<file path="src/rtl/wbs_row_assembler_pkg.sv">
// Shared constants for the Wishbone row assembler: address tags, FSM states, default widths.
package wbs_row_assembler_pkg;

   localparam logic [1:0] TAG_DATA  = 2'b01;
   localparam logic [1:0] TAG_INSTR = 2'b10;

   localparam int unsigned DEF_WB_WIDTH    = 32;
   localparam int unsigned DEF_DATA_WORDS  = 3;
   localparam int unsigned DEF_INSTR_WORDS = 2;
   localparam int unsigned DEF_ADDR_WIDTH  = 16;

   typedef enum logic [0:0] {
      StIdle,
      StCollect
   } wbs_state_e;

   function automatic int unsigned max_words(input int unsigned a, input int unsigned b);
      return (a > b) ? a : b;
   endfunction

endpackage

</file>
<file path="src/rtl/wbs_row_packer.sv">
// Slot register array that gathers beats into a row, first beat in the most-significant slot.
module wbs_row_packer #(
   parameter int unsigned WB_WIDTH  = 32,
   parameter int unsigned MAX_WORDS = 3,
   localparam int unsigned IDX_W    = (MAX_WORDS > 1) ? $clog2(MAX_WORDS) : 1
) (
   input  logic                          clk_i,
   input  logic                          rst_i,
   input  logic                          clear_i,
   input  logic                          capture_i,
   input  logic [IDX_W-1:0]              last_idx_i,
   input  logic [WB_WIDTH-1:0]           data_i,
   output logic [MAX_WORDS*WB_WIDTH-1:0] row_o,
   output logic                          row_done_o
);

   logic [WB_WIDTH-1:0] slot_q [MAX_WORDS];
   logic [IDX_W-1:0]    idx_q, idx_d;

   assign row_done_o = capture_i && (idx_q == last_idx_i);

   always_comb begin
      idx_d = idx_q;
      if (clear_i) begin
         idx_d = '0;
      end else if (capture_i) begin
         idx_d = row_done_o ? '0 : idx_q + 1'b1;
      end
   end

   // Row view already includes the beat being captured so the top can commit on the same edge.
   always_comb begin
      row_o = '0;
      for (int unsigned i = 0; i < MAX_WORDS; i++) begin
         row_o[(MAX_WORDS-1-i)*WB_WIDTH +: WB_WIDTH] =
            (capture_i && (idx_q == IDX_W'(i))) ? data_i : slot_q[i];
      end
   end

   always_ff @(posedge clk_i) begin
      if (rst_i) begin
         idx_q <= '0;
         for (int i = 0; i < int'(MAX_WORDS); i++) begin
            slot_q[i] <= '0;
         end
      end else begin
         idx_q <= idx_d;
         if (capture_i && !clear_i) begin
            slot_q[idx_q] <= data_i;
         end
      end
   end

endmodule

</file>
<file path="src/rtl/wbs_row_assembler.sv">
// Wishbone write slave assembling beats into data rows / instruction words.
// Define WBS_BURST_EN to let one CYC_I assertion commit successive rows at incrementing addresses.
module wbs_row_assembler
   import wbs_row_assembler_pkg::*;
#(
   parameter int unsigned WB_WIDTH    = DEF_WB_WIDTH,
   parameter int unsigned DATA_WORDS  = DEF_DATA_WORDS,
   parameter int unsigned INSTR_WORDS = DEF_INSTR_WORDS,
   parameter int unsigned ADDR_WIDTH  = DEF_ADDR_WIDTH
) (
   input  logic                            CLK_I,
   input  logic                            RST_I,
   input  logic                            CYC_I,
   input  logic                            STB_I,
   input  logic                            WE_I,
   input  logic [WB_WIDTH-1:0]             DAT_I,
   input  logic [WB_WIDTH-1:0]             ADR_I,
   input  logic [1:0]                      TGA_I,
   input  logic                            MST_I,
   output logic                            ACK_O,
   output logic [ADDR_WIDTH-1:0]           oDataWriteAddress,
   output logic [WB_WIDTH*DATA_WORDS-1:0]  oDataBus,
   output logic                            oDataWriteEnable,
   output logic [ADDR_WIDTH-1:0]           oInstructionWriteAddress,
   output logic [WB_WIDTH*INSTR_WORDS-1:0] oInstructionBus,
   output logic                            oInstructionWriteEnable
);

   localparam int unsigned MAX_WORDS = max_words(DATA_WORDS, INSTR_WORDS);
   localparam int unsigned IDX_W     = (MAX_WORDS > 1) ? $clog2(MAX_WORDS) : 1;
   localparam int unsigned ROW_W     = MAX_WORDS * WB_WIDTH;

   wbs_state_e            state_q, state_d;
   logic [1:0]            tag_q, tag_d;
   logic [ADDR_WIDTH-1:0] addr_q, addr_d;
   logic                  drain_q, drain_d;
   logic                  ack_q;

   logic [ADDR_WIDTH-1:0]           data_addr_q, instr_addr_q;
   logic [WB_WIDTH*DATA_WORDS-1:0]  data_bus_q;
   logic [WB_WIDTH*INSTR_WORDS-1:0] instr_bus_q;
   logic                            data_we_q, instr_we_q;

   logic                  accept, capture, row_done;
   logic [1:0]            cur_tag;
   logic [ADDR_WIDTH-1:0] cur_addr;
   logic [IDX_W-1:0]      last_idx;
   logic [ROW_W-1:0]      row;
   logic                  commit_data, commit_instr;
   logic                  unused_adr;

   assign unused_adr = ^ADR_I[WB_WIDTH-1:ADDR_WIDTH];

   assign accept   = CYC_I & STB_I & WE_I & ~ACK_O;
   assign capture  = accept & ~drain_q;
   assign cur_tag  = (state_q == StIdle) ? TGA_I : tag_q;
   assign cur_addr = (state_q == StIdle) ? ADR_I[ADDR_WIDTH-1:0] : addr_q;

   // Discard tags collapse to single-beat rows that are acked but never written.
   always_comb begin
      last_idx = '0;
      case (cur_tag)
         TAG_DATA:  last_idx = IDX_W'(DATA_WORDS - 1);
         TAG_INSTR: last_idx = IDX_W'(INSTR_WORDS - 1);
         default:   last_idx = '0;
      endcase
   end

   wbs_row_packer #(
      .WB_WIDTH  (WB_WIDTH),
      .MAX_WORDS (MAX_WORDS)
   ) u_packer (
      .clk_i      (CLK_I),
      .rst_i      (RST_I),
      .clear_i    (~CYC_I),
      .capture_i  (capture),
      .last_idx_i (last_idx),
      .data_i     (DAT_I),
      .row_o      (row),
      .row_done_o (row_done)
   );

   assign commit_data  = row_done & MST_I & (cur_tag == TAG_DATA);
   assign commit_instr = row_done & MST_I & (cur_tag == TAG_INSTR);

   always_comb begin
      state_d = state_q;
      tag_d   = tag_q;
      addr_d  = addr_q;
      drain_d = drain_q;
      if (!CYC_I) begin
         state_d = StIdle;
         drain_d = 1'b0;
      end else if (capture) begin
         state_d = StCollect;
         tag_d   = cur_tag;
         addr_d  = cur_addr;
         if (row_done) begin
`ifdef WBS_BURST_EN
            addr_d = cur_addr + {{(ADDR_WIDTH-1){1'b0}}, 1'b1};
`else
            drain_d = 1'b1;
`endif
         end
      end
   end

   always_ff @(posedge CLK_I) begin
      if (RST_I) begin
         state_q      <= StIdle;
         tag_q        <= '0;
         addr_q       <= '0;
         drain_q      <= 1'b0;
         ack_q        <= 1'b0;
         data_addr_q  <= '0;
         data_bus_q   <= '0;
         data_we_q    <= 1'b0;
         instr_addr_q <= '0;
         instr_bus_q  <= '0;
         instr_we_q   <= 1'b0;
      end else begin
         state_q    <= state_d;
         tag_q      <= tag_d;
         addr_q     <= addr_d;
         drain_q    <= drain_d;
         ack_q      <= accept;
         data_we_q  <= commit_data;
         instr_we_q <= commit_instr;
         if (commit_data) begin
            data_bus_q  <= row[ROW_W-1 -: WB_WIDTH*DATA_WORDS];
            data_addr_q <= cur_addr;
         end
         if (commit_instr) begin
            instr_bus_q  <= row[ROW_W-1 -: WB_WIDTH*INSTR_WORDS];
            instr_addr_q <= cur_addr;
         end
      end
   end

   assign ACK_O                    = ack_q;
   assign oDataWriteAddress        = data_addr_q;
   assign oDataBus                 = data_bus_q;
   assign oDataWriteEnable         = data_we_q;
   assign oInstructionWriteAddress = instr_addr_q;
   assign oInstructionBus          = instr_bus_q;
   assign oInstructionWriteEnable  = instr_we_q;

endmodule

</file>
<file path="config.mk">
export PLATFORM = sky130hd
export DESIGN_NAME = wbs_row_assembler
export DESIGN_NICKNAME = d
export VERILOG_FILES = /design/src/rtl/wbs_row_assembler_pkg.sv /design/src/rtl/wbs_row_packer.sv /design/src/rtl/wbs_row_assembler.sv
export SDC_FILE = /design/constraint.sdc
export NUM_CORES = 1
export LEC_CHECK = 0
export CORE_MARGIN = 3
export CORE_UTILIZATION = 55
export DETAILED_ROUTE_END_ITERATION = 12
export GPL_TIMING_DRIVEN = 0
export PLACE_DENSITY_LB_ADDON = 0.3
export SYNTH_ARGS = -nofsm -noshare
export SYNTH_HDL_FRONTEND = slang
export SYNTH_SLANG_ARGS = --single-unit
</file>
<file path="constraint.sdc">
create_clock -name CLK_I -period 6.1 [get_ports CLK_I]
set_clock_uncertainty 0.05 [all_clocks]
set_input_delay 0.915 -clock CLK_I [delete_from_list [all_inputs] [get_ports CLK_I]]
set_output_delay 0.915 -clock CLK_I [all_outputs]
set_load 0.05 [all_outputs]
</file>
==> results of run 1 <==
==> Yosys cell counts, types with 2 or more instances <==
cell,n
a211oi_1,162
a21oi_1,192
a311oi_1,32
and2_1,66
and3_1,2
buf_1,4
buf_2,43
buf_4,9
clkbuf_1,56
dfxtp_1,217
edfxtp_1,96
ha_1,3
inv_1,34
mux2_2,2
mux2i_1,97
nand2_1,66
nand2b_1,5
nand3_1,5
nand4_1,2
nor2_1,26
nor2b_1,4
==> per-stage QoR <==
| stage | util | setup WS, ns |
|---|---|---|
| after floorplan | - | 3.14 |
| after detailed placement | 0.693 | 2.38 |
| after global routing | 0.740 | 2.77 |
| final | 0.740 | 2.88 |
| after CTS | 0.740 | 2.93 |
| after global placement | 0.692 | 1.82 |
==> worst paths after layout <==
| path | from | slack [ns] | cells past startpoint | endpoint |
|---|---|---|---|---|
| worst max-delay path | WE_I | 2.88 | 6 | u_packer.slot_q[1][16] |
| worst min register to register | addr_q[13] | 0.45 | 2 | addr_q[13] |
| worst min-delay path | addr_q[13] | 0.45 | 2 | addr_q[13] |
| worst max register to register | state_q | 3.26 | 8 | oDataBus[83] |
==> cell usage in the layout (no fill, tap or decap), types with 5 or more instances in the layout <==
master and count:
and2_1 66, clkinv_2 8, nand3_1 5, a21oi_1 192
clkbuf_1 59, mux2i_1 97, a311oi_1 32, clkdlybuf4s50_1 250
inv_1 34, buf_4 9, clkbuf_8 6, nand2_1 66
dfxtp_1 217, nor2_1 26, clkbuf_16 31, buf_2 43
edfxtp_1 96, a211oi_1 162
==> sequential cells by signal (all words and copies together) (netlist names) <==
register	count
ACK_O	1
addr_q	16
drain_q	1
oDataBus	96
oDataWriteAddress	16
oDataWriteEnable	1
oInstructionBus	64
oInstructionWriteAddress	16
oInstructionWriteEnable	1
state_q	1
tag_q	2
u_packer.idx_q	2
u_packer.slot_q	96
==> layer usage <==
metal / vias up / global-route usage
met1: 5155 / 0.426
li1: 4764 / -
met3: 73 / 0.0499
met4: 0 / 0.101
met5: - / 0
met2: 648 / 0.488
==> cells by family after synthesis <==
group,Yosys count,synth area share
multiplexers,100,0.0815
AO/OA/AOI/OAI,391,0.202
buffers and inverters,146,0.0515
adder cells (fa/ha/maj),3,0.00304
AND/OR/NAND/NOR,183,0.0767
flip-flops,313,0.585
==> report_power, final <==
group / switching [mW] / internal, mW / total, mW / leakage, nW
sequential: 0.0109 / 2.18 / 2.19 / 2.75
clock: 0.798 / 1.13 / 1.92 / 0.513
combinational: 0.144 / 0.0745 / 0.219 / 2.81
total: 0.954 / 3.38 / 4.33 / 6.07
==> worst reg2reg max path, delay by kind of cell (launching register included) <==
kind / cells / cell delay [ns]
buffers and inverters: 4 / 1.10
and+or+nand+nor: 2 / 0.73
muxes: 1 / 0.39
DFF: 1 / 0.30
AOI/OAI and AO/OA: 1 / 0.11
==> final cells by class <==
cell class	count	area [µm²]	area share
multi-input cells	677	4500	0.277
clock inverters	17	161	0.00994
clock buffers	40	870	0.0535
repair buffers	250	2500	0.154
plain buffers	112	508	0.0313
inverters	34	128	0.00786
well taps	280	350	0.0216
flip-flops and latches	313	7230	0.445
==> reports/results.ini, run 1 <==
[detailed_routing]
met2_length_um = 18100
vias_per_cell = 6.18
first_pass_iters = 5
drcViolationCount = 0
wl_met3_um = 3710
wl_um = 38800
first_iter_violations = 840
vias = 10600
wl_met1_um = 15900
postRouteAntennaNets = 0
routed.top_layer = met4
wl_per_cell_um = 22.5

[grt]
antenna_found_initial = 0
grt_use_total = 0.305
grt_pass1_vias = 10200
grt_overflow = 0
grt_max_degree = 33
grt_pass1_wl_um = 58400

[synthesis]
syn_area_per_cell_um2 = 10.9
postSynthNetCount = 1211
synthFlopType = dfxtp_1
synth_area_um2 = 12400
synth_cells = 1136
synth_area_leaders = dfxtp_1 35%, edfxtp_1 23%, a211oi_1 9.8%
async_reset_ff_frac = 0
synth_top_cell_area_share = 0.352
synth-edff-count = 96
ys_seq_area_frac = 0.585
synth_top_area_cell = dfxtp_1
ys_ff_latch = 313
yosysWarnings = 0
ys_types = 34

[cts]
htreeDepth = 1
cts_setup_buffers = 0
cts_tree = built
clkTransAtPathRegs_ns = 0.06
hold_buffers = 0
numCtsBuffers = 31
clock_latency_ns = 0.56
cts_root_buf = clkbuf_16
cts_sinks = 313
ctsResizeCount = 0
cts_buffer_depth = 3

[finish]
drive_gt1_frac = 0.0776
fin_area_um2 = 16200
area_growth_pct = 31.5
antennaDiodeCount = 0
fillers = 1506
stdcell_count = 1723
nets = 1494

[floorplanning]
core_region_area_um2 = 22000
num_rows = 54
ios = 267
design.die.area_um2 = 24300
die_h_um = 156
dieWidth_um = 156
start_util = 0.563

[sta]
finalMaxSlewViolations = 0
max-slew-margin-rel = 0.377
period_share = 0.527
rsz0062_at_grt = no
finalSetupViolations = 0
fin_crit_ns = 3.22
finalSetupTns_ns = 0
hold_viol = 0
holdWs_ns = 0.447
tightestPinTransition_ns = 0.935
max_freq_mhz = 311

[placed_design]
portBuffers = 250
hpwl_um = 26900
dpl.cell_count = 1666
place.gp.congestion = 0.870
placed_cell_area_um2 = 15200

[power]
ir_drop_uv = 191
p_per_area_nw_per_um2 = 267
finalPower_mw = 4.33
p_leak_nw = 6.07

[setup_path]
cp_data_arrival_time_ns = 3.34
cp_slowest_cell = nand2b_2
path_buf_inv = 3
crit_type = primary input to register
cp.required_ns = 6.22
crit_family = simple AND/OR/NAND/NOR gates
cp-end-kind = register
critPathMaxStageDelay_ns = 0.70
crit_chain = clkdlybuf4s50_1 -> and3b_1 -> clkbuf_1 -> nand3_1 -> buf_2 -> nand2b_2
start_kind = primary input
crit_fanout = 32

[run_status]
status = complete, no violations

[job]
drv_cap = 0

[worst_hold_path]
hold_class = register to register

No activity file was read; power rests on OpenSTA's default activity.
==> inputs of run 2 (changes only) <==
--- a/config.mk
+++ b/config.mk
@@ -6,7 +6,7 @@
 export NUM_CORES = 1
 export LEC_CHECK = 0
 export CORE_MARGIN = 3
-export CORE_UTILIZATION = 55
+export CORE_UTILIZATION = 46
 export DETAILED_ROUTE_END_ITERATION = 12
 export GPL_TIMING_DRIVEN = 0
 export PLACE_DENSITY_LB_ADDON = 0.3
==> constraint.sdc (replaced) <==
create_clock -name CLK_I -period 2.9 [get_ports CLK_I]
set_clock_uncertainty 0.05 [all_clocks]
set_input_delay 0.435 -clock CLK_I [delete_from_list [all_inputs] [get_ports CLK_I]]
set_output_delay 0.435 -clock CLK_I [all_outputs]
set_load 0.05 [all_outputs]
==> run 2 against run 1 <==
Non-clock buffer count did not move. Utilization fell by 11 points. Clock-buffer cell count rose by 13. Power rose by 120%. Cell count rose by 3.5%. Sequential power rose by 110%. Die area rose by 19%. Sequential share of layout area fell by 0.60 points. Clock power rose by 130%. Critical path type is now register to register. Critical endpoint is now oDataBus[79]. Largest cell class unchanged.
==> reports/results.ini, run 2 (same netlist as run 1, synthesis figures left out) <==
[setup_path]
cp_slowest_cell = mux2_2  ; was nand2b_2
crit_type = register to register  ; was primary input to register
cpMostUsedCell = clkbuf_1
cp-end-kind = register  ; unchanged
crit_fanout = 10  ; was 32
cp_data_arrival_time_ns = 3.06  ; was 3.34 ns
cp.required_ns = 3.21  ; was 6.22 ns
critPathMaxStageDelay_ns = 0.41  ; was 0.70 ns
start_kind = register  ; was primary input
crit_chain = clkbuf_1 -> mux2_2 -> nor4_4 -> and2_1 -> clkbuf_1 -> buf_2 -> buf_4 -> a211oi_1  ; was clkdlybuf4s50_1 -> and3b_1 -> clkbuf_1 -> nand3_1 -> buf_2 -> nand2b_2

[sta]
max-slew-margin-rel = 0.440  ; was 0.377
finalMaxSlewViolations = 0  ; unchanged
worst_slack_ns = 0.151  ; was 2.88 ns
holdWs_ns = 0.444  ; was 0.447 ns
hold_viol = 0  ; unchanged
fin_crit_ns = 2.75
tightestPinTransition_ns = 0.840  ; was 0.935 ns
period_share = 0.948
max_freq_mhz = 364
finalSetupViolations = 0  ; unchanged
finalSetupTns_ns = 0  ; unchanged
rsz0062_at_grt = no  ; unchanged

[cts]
cts_root_buf = clkbuf_16  ; unchanged
cts_tree = built  ; unchanged
numCtsBuffers = 34  ; was 31
clkTransAtPathRegs_ns = 0.06  ; about the same
htreeDepth = 2  ; was 1
clock_latency_ns = 0.52  ; was 0.56 ns
cts_sinks = 313  ; unchanged
cts_buffer_depth = 3  ; unchanged
hold_buffers = 0  ; unchanged

[run_status]
status = complete, no violations  ; unchanged

[finish]
final_util = 0.628  ; was 0.740
nets = 1497  ; was 1494
fin_area_um2 = 16500  ; was 16200 µm²
final_cell_mix = 250 x clkdlybuf4s50_1, 217 x dfxtp_1, 192 x a21oi_1  ; unchanged
area_growth_pct = 33.3  ; was 31.5%
final_common_cell = clkdlybuf4s50_1  ; unchanged
drive_gt1_frac = 0.0809  ; was 0.0776
stdcell_count = 1783  ; was 1723

[grt]
grt_overflow = 0  ; unchanged
grt_pass1_wl_um = 59200  ; was 58400 µm
grt_use_total = 0.264  ; was 0.305
antenna_found_initial = 1  ; was 0
grt_max_degree = 33  ; unchanged
grt_pass1_vias = 10200  ; about the same

[floorplanning]
die_h_um = 170  ; was 156 µm
num_rows = 59  ; was 54
ios = 267  ; unchanged
core_region_area_um2 = 26200  ; was 22000 µm²
start_util = 0.471  ; was 0.563
design.die.area_um2 = 28900  ; was 24300 µm²
dieWidth_um = 170  ; was 156 µm

[power]
p_per_area_nw_per_um2 = 575  ; was 267 nW/µm²
ir_drop_uv = 397  ; was 191 µV
finalPower_mw = 9.47  ; was 4.33 mW
p_leak_nw = 6.16  ; was 6.07 nW

[detailed_routing]
drcViolationCount = 0  ; unchanged
vias_per_cell = 5.81  ; was 6.18
wl_per_cell_um = 22.0  ; was 22.5 µm
first_iter_violations = 895  ; was 840
wl_um = 39200  ; was 38800 µm
first_pass_iters = 5  ; unchanged
vias = 10400  ; was 10600
postRouteAntennaNets = 0  ; unchanged

[placed_design]
dp_slack_ns = -0.403  ; was 2.38 ns
hpwl_um = 28000  ; was 26900 µm
place.gp.congestion = 0.885  ; was 0.870
placed_cell_area_um2 = 15300  ; was 15200 µm²
portBuffers = 250  ; unchanged
dpl.cell_count = 1721  ; was 1666

[job]
drv_cap = 0  ; unchanged

[worst_hold_path]
hold_class = register to register  ; unchanged

-- run 2: path summary, 6_finish.rpt --
kind / cells past startpoint / to / start / slack (ns)
max: 8 / oDataBus[79] / state_q / 0.15
min: 2 / addr_q[1] / addr_q[1] / 0.44
max reg2reg: 8 / oDataBus[79] / state_q / 0.15
min reg2reg: 2 / addr_q[1] / addr_q[1] / 0.44
-- run 2: power by group --
part	internal [mW]	switching (mW)
combinational	0.158	0.301
sequential	4.58	0.0233
clock	2.69	1.73
total	7.42	2.05
-- run 2: what timing repair did --
| action | in CTS | in global routing |
|---|---|---|
| buffers inserted | 0 | 0 |
| gates resized for setup | 1 | 3 |
| endpoints found under the setup margin | 51 | 61 |
| gates cloned | 0 | 0 |
-- run 2: critical path: cells and delay by family (launching register included) --
family                 cells  cell delay (ns)
and+or+nand+nor            2             0.54
AOI/OAI and AO/OA          1             0.10
buffers and inverters      4             1.19
DFF                        1             0.30
muxes                      1             0.41
-- run 2: cell type report --
type / count / area [µm²]
Multi-Input combinational cell: 677 / 4520
Clock buffer: 53 / 1100
Timing Repair Buffer: 250 / 2500
Fill cell: 2109 / 9740
Sequential cell: 313 / 7230
Tap cell: 335 / 419
Clock inverter: 8 / 63.8
Antenna cell: 1 / 2.50
Inverter: 34 / 128
Buffer: 112 / 508
-- run 2: metal layers --
layer	track usage	vias up	part of all wire
met4	0.0754	0	0.027
met1	0.367	5002	0.43
met3	0.0551	74	0.088
met2	0.418	521	0.45
met5	0	-	0
li1	-	4757	-
==> inputs of run 3 (changes only) <==
--- a/config.mk
+++ b/config.mk
@@ -10,6 +10,7 @@
 export DETAILED_ROUTE_END_ITERATION = 12
 export GPL_TIMING_DRIVEN = 0
 export PLACE_DENSITY_LB_ADDON = 0.3
+export SETUP_SLACK_MARGIN = 0.05
 export SYNTH_ARGS = -nofsm -noshare
 export SYNTH_HDL_FRONTEND = slang
 export SYNTH_SLANG_ARGS = --single-unit
==> run 3 against run 2 <==
Die area unchanged. Worst hold slack is essentially flat. Sequential power is essentially flat. Register-to-register slack better by 0.06 ns. Via count about the same. Global-route usage is the same. Highest routed layer unchanged. Cell count is the same. Critical path depth did not move.
==> reports/results.ini, run 3 (same netlist as run 1, synthesis figures left out) <==
[finish]
multiInputGateArea_um2 = 4520  ; unchanged
final_util = 0.628  ; about the same
fillers = 2108  ; was 2109
final_cell_mix = 250 x clkdlybuf4s50_1, 217 x dfxtp_1, 192 x a21oi_1  ; unchanged
seqCellArea_um2 = 7230  ; unchanged
nets = 1497  ; unchanged
fin_area_um2 = 16500  ; about the same
area_growth_pct = 33.3  ; about the same
drive_gt1_frac = 0.0809  ; unchanged
final_common_cell = clkdlybuf4s50_1  ; unchanged
stdcell_count = 1783  ; unchanged

[power]
power.switching_mw = 2.05  ; about the same
p_per_area_nw_per_um2 = 575  ; about the same
p_comb_frac = 0.049  ; about the same
p_sw_frac = 0.217  ; about the same
clkPwrFrac = 0.466  ; about the same
seq_power_share = 0.486  ; about the same
ir_drop_uv = 397  ; about the same
p_int_mw = 7.42  ; about the same
p_leak_nw = 6.16  ; about the same

[sta]
period_share = 0.927  ; was 0.948
max-slew-margin-rel = 0.440  ; about the same
finalMaxSlewViolations = 0  ; unchanged
tightestPinTransition_ns = 0.840  ; about the same
hold_viol = 0  ; unchanged
finalSetupViolations = 0  ; unchanged
max_freq_mhz = 372  ; was 364 MHz
finalSetupTns_ns = 0  ; unchanged
rsz0062_at_grt = no  ; unchanged
worst_slack_ns = 0.212  ; was 0.151 ns
fin_crit_ns = 2.69  ; was 2.75 ns

[detailed_routing]
wl_per_cell_um = 22.0  ; about the same
vias_per_cell = 5.81  ; about the same
postRouteAntennaNets = 0  ; unchanged
vias = 10400  ; about the same
wl_um = 39200  ; about the same
first_iter_violations = 895  ; unchanged
first_pass_iters = 5  ; unchanged
drcViolationCount = 0  ; unchanged

[placed_design]
portBuffers = 250  ; unchanged
hpwl_um = 28000  ; unchanged
dpl.cell_count = 1721  ; unchanged
placed_cell_area_um2 = 15300  ; unchanged
dp_slack_ns = -0.403  ; unchanged
place.gp.congestion = 0.885  ; unchanged

[setup_path]
cp.required_ns = 3.21  ; about the same
critPathMaxStageDelay_ns = 0.41  ; about the same
crit_chain = clkbuf_1 -> mux2_2 -> nor4_4 -> and2_1 -> clkbuf_1 -> clkbuf_4 -> buf_4 -> a211oi_1  ; was clkbuf_1 -> mux2_2 -> nor4_4 -> and2_1 -> clkbuf_1 -> buf_2 -> buf_4 -> a211oi_1
cp-end-kind = register  ; unchanged
cpMostUsedCell = clkbuf_1  ; unchanged
rrSetupSlack_ns = 0.21  ; was 0.15 ns
rr_worst_depth = 8  ; unchanged
crit_type = register to register  ; unchanged
cp_slowest_cell = mux2_2  ; unchanged
cp_data_arrival_time_ns = 3.00  ; was 3.06 ns
crit_fanout = 10  ; unchanged
start_kind = register  ; unchanged

[cts]
cts_sinks = 313  ; unchanged
cts_root_buf = clkbuf_16  ; unchanged
cts_tree = built  ; unchanged
cts_buffer_depth = 3  ; unchanged
clock_latency_ns = 0.52  ; about the same
clkTransAtPathRegs_ns = 0.06  ; about the same
numCtsBuffers = 34  ; unchanged
cts_setup_buffers = 0  ; unchanged
htreeDepth = 2  ; unchanged

[worst_hold_path]
hold_class = register to register  ; unchanged
hold_depth = 2  ; unchanged

[grt]
grt_max_degree = 33  ; unchanged
grt_use_total = 0.264  ; unchanged
grt_pass1_vias = 10200  ; unchanged
grt_pass1_wl_um = 59200  ; unchanged
grt_overflow = 0  ; unchanged
antenna_found_initial = 1  ; unchanged

[floorplanning]
die_h_um = 170  ; unchanged
num_rows = 59  ; unchanged
core_region_area_um2 = 26200  ; unchanged
start_util = 0.471  ; unchanged
ios = 267  ; unchanged
design.die.area_um2 = 28900  ; unchanged
dieWidth_um = 170  ; unchanged

[job]
drv_cap = 0  ; unchanged

[run_status]
status = complete, no violations  ; unchanged

[run 3: worst max-delay path: cells and delay by family (launching register included)]
kind            cells  cell delay [ns]
compound gates      1             0.10
buf+inv             4             1.11
mux                 1             0.41
flops               1             0.30
simple gates        2             0.54
[run 3: path summary, 6_finish.rpt]
check,startpoint,end
worst min-delay path,addr_q[1],addr_q[1]
worst max-delay path,state_q,oDataBus[79]
worst min register to register,addr_q[1],addr_q[1]
worst max register to register,state_q,oDataBus[79]
[run 3: what timing repair did]
action / in CTS / in global routing
hold buffers: 0 / 0
hold endpoints to repair: 0 / 0
resized for setup: 1 / 4
endpoints found under the setup margin: 70 / 109
[run 3: per-stage QoR]
| step | total power, mW | hold WS [ns] |
|---|---|---|
| 6_report | 9.47 | 0.444 |
| 5_1_grt | 9.73 | 0.478 |
| 4_1_cts | 9.49 | 0.446 |
| 3_5_place_dp | 5.14 | 0.431 |
| 3_3_place_gp | 5.13 | 0.422 |
| 2_1_floorplan | 4.92 | 0.410 |
[run 3: metal layers]
metal  track usage  routed length (µm)
met5             0                   0
met4        0.0754                1080
met3        0.0551                3460
met2         0.418               17800
met1         0.367               16900
[run 3: power by group through the flow]
| stage | combinational, mW | sequential (mW) | clock, mW |
|---|---|---|---|
| after floorplan | 0.223 | 4.69 | 0 |
| after global placement | 0.442 | 4.69 | 0 |
| after detailed placement | 0.451 | 4.69 | 0 |
| after CTS | 0.454 | 4.60 | 4.43 |
| after global routing | 0.490 | 4.60 | 4.64 |
| final | 0.459 | 4.60 | 4.41 |
[run 3: cell type report]
cell class,count,area share
diodes,1,0.000152
plain buffers,112,0.0310
clock buffers,53,0.0666
clock inverters,8,0.00387
inverters,34,0.00775
multi-input cells,677,0.274
flip-flops and latches,313,0.439
well taps,335,0.0255
repair buffers,250,0.152
